==> src/rtl/cdb_arbiter_if.sv <==
// Result request/grant and common-data-bus broadcast signals shared by the arbiter,
// the reservation stations and the broadcast consumers.
interface cdb_arbiter_if #(
  parameter int unsigned NUM_RS   = 8,
  parameter int unsigned DATA_WID = 16,
  parameter int unsigned TAG_LEN  = 4
);
  logic [NUM_RS-1:0]          res_valid;
  logic [NUM_RS*DATA_WID-1:0] res_data;
  logic [NUM_RS-1:0]          res_ack;
  logic                       cdb_valid;
  logic [TAG_LEN-1:0]         cdb_tag;
  logic [DATA_WID-1:0]        cdb_data;
  logic                       cdb_ready;
  logic [NUM_RS-1:0]          rs_done;

  modport master (
    output res_valid, res_data, cdb_ready,
    input  res_ack, cdb_valid, cdb_tag, cdb_data, rs_done
  );

  modport slave (
    input  res_valid, res_data, cdb_ready,
    output res_ack, cdb_valid, cdb_tag, cdb_data, rs_done
  );
endinterface

==> src/rtl/cdb_arbiter.sv <==
// Round-robin arbiter for the common data bus: grants one finished reservation station
// per free bus slot, registers its {valid, tag, data} broadcast and pulses rs_done on acceptance.
module cdb_arbiter #(
  parameter int unsigned NUM_RS   = 8,
  parameter int unsigned DATA_WID = 16,
  parameter int unsigned TAG_LEN  = 4
) (
  input  logic          clk,
  input  logic          rst,
  cdb_arbiter_if.slave  bus
);
  localparam int unsigned PTR_W = (NUM_RS > 1) ? $clog2(NUM_RS) : 1;

  logic [PTR_W-1:0]    rr_ptr_q, rr_ptr_d;
  logic                cdb_valid_q, cdb_valid_d;
  logic [TAG_LEN-1:0]  cdb_tag_q, cdb_tag_d;
  logic [DATA_WID-1:0] cdb_data_q, cdb_data_d;
  logic [NUM_RS-1:0]   rs_done_q, rs_done_d;

  logic                load_en_c;
  logic                found_c;
  logic [PTR_W-1:0]    gnt_c;
  logic [DATA_WID-1:0] gnt_data_c;
  logic [NUM_RS-1:0]   ack_c;

  // First requester at or after rr_ptr, wrapping modulo NUM_RS
  always_comb begin
    int unsigned idx;
    idx     = 0;
    found_c = 1'b0;
    gnt_c   = '0;
    for (int unsigned k = 0; k < NUM_RS; k++) begin
      idx = (32'(rr_ptr_q) + k) % NUM_RS;
      if (!found_c && bus.res_valid[PTR_W'(idx)]) begin
        found_c = 1'b1;
        gnt_c   = PTR_W'(idx);
      end
    end
  end

  // Constant-index mux keeps the data select free of variable part-selects
  always_comb begin
    gnt_data_c = '0;
    for (int unsigned i = 0; i < NUM_RS; i++) begin
      if (gnt_c == PTR_W'(i)) begin
        gnt_data_c = bus.res_data[i*DATA_WID +: DATA_WID];
      end
    end
  end

  assign load_en_c = !cdb_valid_q || bus.cdb_ready;

  always_comb begin
    ack_c = '0;
    for (int unsigned i = 0; i < NUM_RS; i++) begin
      ack_c[i] = !rst && load_en_c && found_c && (gnt_c == PTR_W'(i));
    end
  end

  // Next-state: load on a free/accepted slot, otherwise hold the stalled broadcast
  always_comb begin
    rr_ptr_d    = rr_ptr_q;
    cdb_valid_d = cdb_valid_q;
    cdb_tag_d   = cdb_tag_q;
    cdb_data_d  = cdb_data_q;
    rs_done_d   = '0;

    for (int unsigned i = 0; i < NUM_RS; i++) begin
      rs_done_d[i] = cdb_valid_q && bus.cdb_ready && (cdb_tag_q == TAG_LEN'(i + 1));
    end

    if (load_en_c) begin
      if (found_c) begin
        cdb_valid_d = 1'b1;
        cdb_tag_d   = TAG_LEN'(gnt_c) + TAG_LEN'(1);
        cdb_data_d  = gnt_data_c;
        rr_ptr_d    = (gnt_c == PTR_W'(NUM_RS - 1)) ? '0 : PTR_W'(gnt_c + PTR_W'(1));
      end else begin
        cdb_valid_d = 1'b0;
        cdb_tag_d   = '0;
      end
    end
  end

  always_ff @(posedge clk) begin
    if (rst) begin
      rr_ptr_q    <= '0;
      cdb_valid_q <= 1'b0;
      cdb_tag_q   <= '0;
      cdb_data_q  <= '0;
      rs_done_q   <= '0;
    end else begin
      rr_ptr_q    <= rr_ptr_d;
      cdb_valid_q <= cdb_valid_d;
      cdb_tag_q   <= cdb_tag_d;
      cdb_data_q  <= cdb_data_d;
      rs_done_q   <= rs_done_d;
    end
  end

  assign bus.res_ack   = ack_c;
  assign bus.cdb_valid = cdb_valid_q;
  assign bus.cdb_tag   = cdb_tag_q;
  assign bus.cdb_data  = cdb_data_q;
  assign bus.rs_done   = rs_done_q;
endmodule

==> src/flat_wrapper.sv <==
// flat-port wrapper written by rule: the top's interface ports become plain ports
module cdb_arbiter_flat 
#(
  parameter int unsigned NUM_RS   = 8,
  parameter int unsigned DATA_WID = 16,
  parameter int unsigned TAG_LEN  = 4
)
  (clk, rst, bus_res_valid, bus_res_data, bus_cdb_ready, bus_res_ack, bus_cdb_valid, bus_cdb_tag, bus_cdb_data, bus_rs_done);
  cdb_arbiter_if #(.NUM_RS(NUM_RS), .DATA_WID(DATA_WID), .TAG_LEN(TAG_LEN)) bus_i ();
  input  logic clk;
  input  logic rst;
  input wire logic [$bits(bus_i.res_valid)-1:0] bus_res_valid;
  input wire logic [$bits(bus_i.res_data)-1:0] bus_res_data;
  input wire logic [$bits(bus_i.cdb_ready)-1:0] bus_cdb_ready;
  output wire logic [$bits(bus_i.res_ack)-1:0] bus_res_ack;
  output wire logic [$bits(bus_i.cdb_valid)-1:0] bus_cdb_valid;
  output wire logic [$bits(bus_i.cdb_tag)-1:0] bus_cdb_tag;
  output wire logic [$bits(bus_i.cdb_data)-1:0] bus_cdb_data;
  output wire logic [$bits(bus_i.rs_done)-1:0] bus_rs_done;
  assign bus_i.res_valid = bus_res_valid;
  assign bus_i.res_data = bus_res_data;
  assign bus_i.cdb_ready = bus_cdb_ready;
  assign bus_res_ack = bus_i.res_ack;
  assign bus_cdb_valid = bus_i.cdb_valid;
  assign bus_cdb_tag = bus_i.cdb_tag;
  assign bus_cdb_data = bus_i.cdb_data;
  assign bus_rs_done = bus_i.rs_done;
  cdb_arbiter #(.NUM_RS(NUM_RS), .DATA_WID(DATA_WID), .TAG_LEN(TAG_LEN)) u_core (.clk(clk), .rst(rst), .bus(bus_i));
endmodule
==> config.mk <==
export PLATFORM = sky130hd
export DESIGN_NAME = cdb_arbiter_flat
export DESIGN_NICKNAME = d
export VERILOG_FILES = /design/src/rtl/cdb_arbiter_if.sv /design/src/rtl/cdb_arbiter.sv /design/src/flat_wrapper.sv
export SDC_FILE = /design/constraint.sdc
export NUM_CORES = 1
export LEC_CHECK = 0
export CORE_ASPECT_RATIO = 0.75
export CORE_UTILIZATION = 28
export DETAILED_ROUTE_END_ITERATION = 16
export PLACE_DENSITY = 0.65
export RECOVER_POWER = 50
export SLEW_MARGIN = 10
export SYNTH_ARGS = -nofsm -noshare
export SYNTH_HDL_FRONTEND = slang
export SYNTH_SLANG_ARGS = --single-unit
==> constraint.sdc <==
create_clock -name clk -period 7.5 [get_ports clk]
set_input_delay 1.5 -clock clk [delete_from_list [all_inputs] [get_ports clk]]
set_output_delay 1.5 -clock clk [all_outputs]
set_load 0.005 [all_outputs]
==> qor.csv <==
stage,metric,value,unit
worst_setup_path,worst path bufs/invs,2,
placement,HPWL Detailed,11000,um
min_path,Hold Path End,u_core.bus.cdb_data[4],
grt,met1 Use GR,27.7,%
timing,Total Neg Setup Slack,0,ns
timing,RSZ-0062 raised after global routing,false,
drt,vias post-DR,4217,
timing,minimum clock period,7.20,ns
clocking,Root Buffer,clkbuf_16,
synthesis,Syn Std Cell Area,3690,sq um
placement,placed cells,782,
synthesis,Mean Syn Cell Area,7.81,sq um
grt,first-pass GRT wire length,21500,um
drt,DRT iter0 DRCs,300,
min_path,HP Start,u_core.bus.cdb_data[4],
clocking,number of gates resized after CTS,0,
grt,Tot GR Track Use,19.9,%
worst_setup_path,critical path class,in -> out,
floorplan,die footprint,13600,sq um
floorplan,die height,101,um
min_path,HP Class,reg -> reg,
grt,met3 Usage GRT,4.15,%
clocking,"Clk pin slew, worst setup/hold paths",0.06,ns
placement,routability congestion estimate,0.846,
worst_setup_path,R2R depth,19,
finish,Layout area overhead,51.7,%
synthesis,Synth Instances,472,
synthesis,fraction of registers with async set/reset,0,%
clocking,CTS H-Tree Depth,2,
synthesis,Synth cell types,69,
pwr,switching part of the total,51.3,%
timing,Max transition margin,-10.2,%
worst_setup_path,reg2reg end,u_core.bus.cdb_data[11],
clocking,cts hold-fix bufs,0,
worst_setup_path,crit path capture type,primary output,
run_status,failing checks,"max-capacitance violations, max-slew violations",
run_status,status,"finished, violations left",
grt,number of global-route vias before repair,4113,
timing,Final period util,96.1,%
grt,initial antenna violation count,0,
pwr,Combinational Power Share,82.8,%
timing,final hold vios,0,
worst_setup_path,startpoint class of the critical path,primary input,
finish,share of cells above drive strength 1,9.15,%
clocking,CTS tree,yes,
finish,Final Core Density,44.5,%
clocking,total CTS buffers,5,
worst_setup_path,Arrival @ worst endpoint,5.70,ns
floorplan,die extent in x,135,um
worst_setup_path,slowest CP cell,or4_1,
min_path,WHS Path Cells,2,
synthesis,sequential area share after synthesis,17.4,%
flow_run,maxcap violations,1,
drt,drt drc,0,
grt,Most Crowded Layer GR,met2,
worst_setup_path,FF-to-FF Start,u_core.rr_ptr_q[0],
pwr,VDD IR max,0.300,mV
pwr,Leak,0.00204,uW
synthesis,Seq cells post-synth,32,
finish,Nets,770,
timing,final setup vio count,0,
drt,wire length per cell,17.5,um
floorplan,cell row count,35,
timing,fmax,139,MHz
floorplan,Core Box Area,12600,sq um
worst_setup_path,CP cell instances,"clkdlybuf4s50_1, mux4_1, mux2_4, or4_1, o41ai_1, nand3b_1, o211ai_2, ha_1, ha_1, nor3b_1, clkdlybuf4s50_1",
timing,final setup margin,0.295,ns
grt,global-route met2 utilization,32.1,%
clocking,clock latency on the worst-skew pair,0.27,ns
grt,grt total ovfl,0,
timing,Max Clock Skew,0.00847,ns
floorplan,initial core utilization,29.3,%
grt,largest net degree at the start of global routing,53,
clocking,clock sinks,32,
drt,final antenna-violating net count,0,
pwr,pwr/cell area,454,nW/um^2
worst_setup_path,crit-path max FO,8,
drt,routed wire length,13800,um
drt,vias per cell,5.34,
timing,Slew Limit Fails,34,
pwr,Pint,1240,uW
worst_setup_path,r2r setup slk,1.35,ns
finish,Finished Layout Cells,789,
synthesis,Syn Nets,619,
worst_setup_path,required time worst endpoint,6.00,ns
placement,count of port buffers added during placement,175,
clocking,setup bufs post-CTS,0,
finish,n_diodes,0,
synthesis,"EDFF count, synth",0,
placement,Place WS,0.351,ns
floorplan,Top Ports,176,
pwr,clock power share,7.4,%
pwr,NetSw,1300,uW
worst_setup_path,critical path's top delay family,buffers and inverters,
timing,slew of the pin with the lowest slew margin,1.65,ns
drt,DR pass1 iterations,5,
synthesis,dominant synthesized flop cell,dfxtp_1,
clocking,deepest clock path buffer count,2,
pwr,register share of total power,9.9,%
worst_setup_path,Worst path max stage delay,0.66,ns
synthesis,Ys Warns,0,
[synth_stat cells (all sizes together), types with 4 or more instances]
cell | n | area share [%]
mux2i | 26 | 7.1
inv | 7 | 0.71
a31oi | 16 | 2.7
mux4 | 13 | 8.4
ha | 8 | 2.7
nor3b | 5 | 1.0
nor3 | 27 | 3.8
buf | 12 | 2.6
nand2 | 43 | 4.4
o21ai | 19 | 2.9
dfxtp | 32 | 17
and2 | 6 | 1.0
nor2b | 13 | 2.2
and2b | 6 | 1.4
mux2 | 4 | 1.3
a311oi | 16 | 3.8
o22ai | 18 | 3.1
a22o | 16 | 4.0
a21oi | 37 | 5.0
nor2 | 51 | 5.2
nand3b | 4 | 0.81
clkbuf | 27 | 3.7
a22oi | 17 | 3.5
nand2b | 5 | 0.85
[sequential cells by signal, indices dropped and copies added (netlist names)]
name                  flops
u_core.rr_ptr_q           3
u_core.bus.rs_done        8
u_core.bus.cdb_valid      1
u_core.bus.cdb_data      16
u_core.bus.cdb_tag        4
[final cells by class]
type	count	area, sq um
fillers	1243	6970
inverters	8	30.0
multi-input cells	388	2740
well taps	166	208
clock inverters	1	5.00
repair buffers	188	1850
flip-flops and latches	32	641
clock buffers	6	129
[layout by cell type, fill, tap and decap left out, types with 3 or more instances in the layout]
| master | count |
|---|---|
| a21oi_1 | 37 |
| dfxtp_1 | 32 |
| nor2b_1 | 13 |
| nor2_1 | 51 |
| o31ai_1 | 3 |
| clkdlybuf4s50_1 | 145 |
| dlygate4sd3_1 | 30 |
| o22ai_1 | 18 |
| mux4_1 | 5 |
| buf_4 | 12 |
| nor3_1 | 26 |
| clkbuf_16 | 5 |
| a31oi_1 | 16 |
| mux4_2 | 8 |
| nand3b_1 | 4 |
| a22o_2 | 6 |
| a22o_1 | 10 |
| mux2_2 | 3 |
| mux2i_1 | 26 |
| and2b_2 | 6 |
| a311oi_1 | 16 |
| o21ai_0 | 18 |
| nand2_1 | 43 |
| a22oi_1 | 17 |
| and2_1 | 5 |
| inv_1 | 7 |
| nor3b_1 | 5 |
| ha_1 | 7 |
| nand2b_1 | 5 |
[tightest hold or removal path: stages (launching register included)]
cell and delay, ns:
dfxtp_1 0.31, nand2_1 0.06, a311oi_1 0.06
[metal layers]
metal,wire [um],vias to the layer above
li1,-,2101
met1,6390,1939
met2,6340,167
met3,922,10
met4,123,0
met5,0,-
[stage by stage]
stage	power, uW	area [sq um]	hold slack [ns]
after floorplan	1810	3690	0.455
after global placement	2310	5470	0.478
after detailed placement	2340	5470	0.483
after CTS	2540	5600	0.490
after global routing	2770	5600	0.496
final	2540	5600	0.484
[cells by family after synthesis]
logic type      Yosys count  share of synthesized area, %
xor+xnor                  4                         0.950
compound gates          160                          30.3
fa+ha+maj                 8                          2.71
mux                      43                          16.8
buf+inv                  52                          8.45
flops                    32                          17.4
simple gates            173                          23.4
[power by group through the flow]
| stage | logic [uW] | clock network (uW) | registers, uW |
|---|---|---|---|
| floorplan | 1560 | 0 | 244 |
| global placement | 2050 | 0 | 253 |
| detailed placement | 2090 | 0 | 255 |
| CTS | 2090 | 193 | 252 |
| global route | 2310 | 202 | 256 |
| finish | 2100 | 188 | 250 |
[how the worst max path moves through the flow]
stage                     slack [ns]              to  cells past startpoint             start
final                           0.30  bus_res_ack[3]                     11  bus_res_valid[6]
after floorplan                 0.79  bus_res_ack[3]                     12  bus_res_valid[6]
after detailed placement        0.35  bus_res_ack[3]                     11  bus_res_valid[6]
after global routing            0.04  bus_res_ack[7]                     11  bus_res_valid[6]
after global placement          0.48  bus_res_ack[3]                     11  bus_res_valid[6]
after CTS                       0.34  bus_res_ack[3]                     11  bus_res_valid[6]
(Power assumes the default switching activity.)
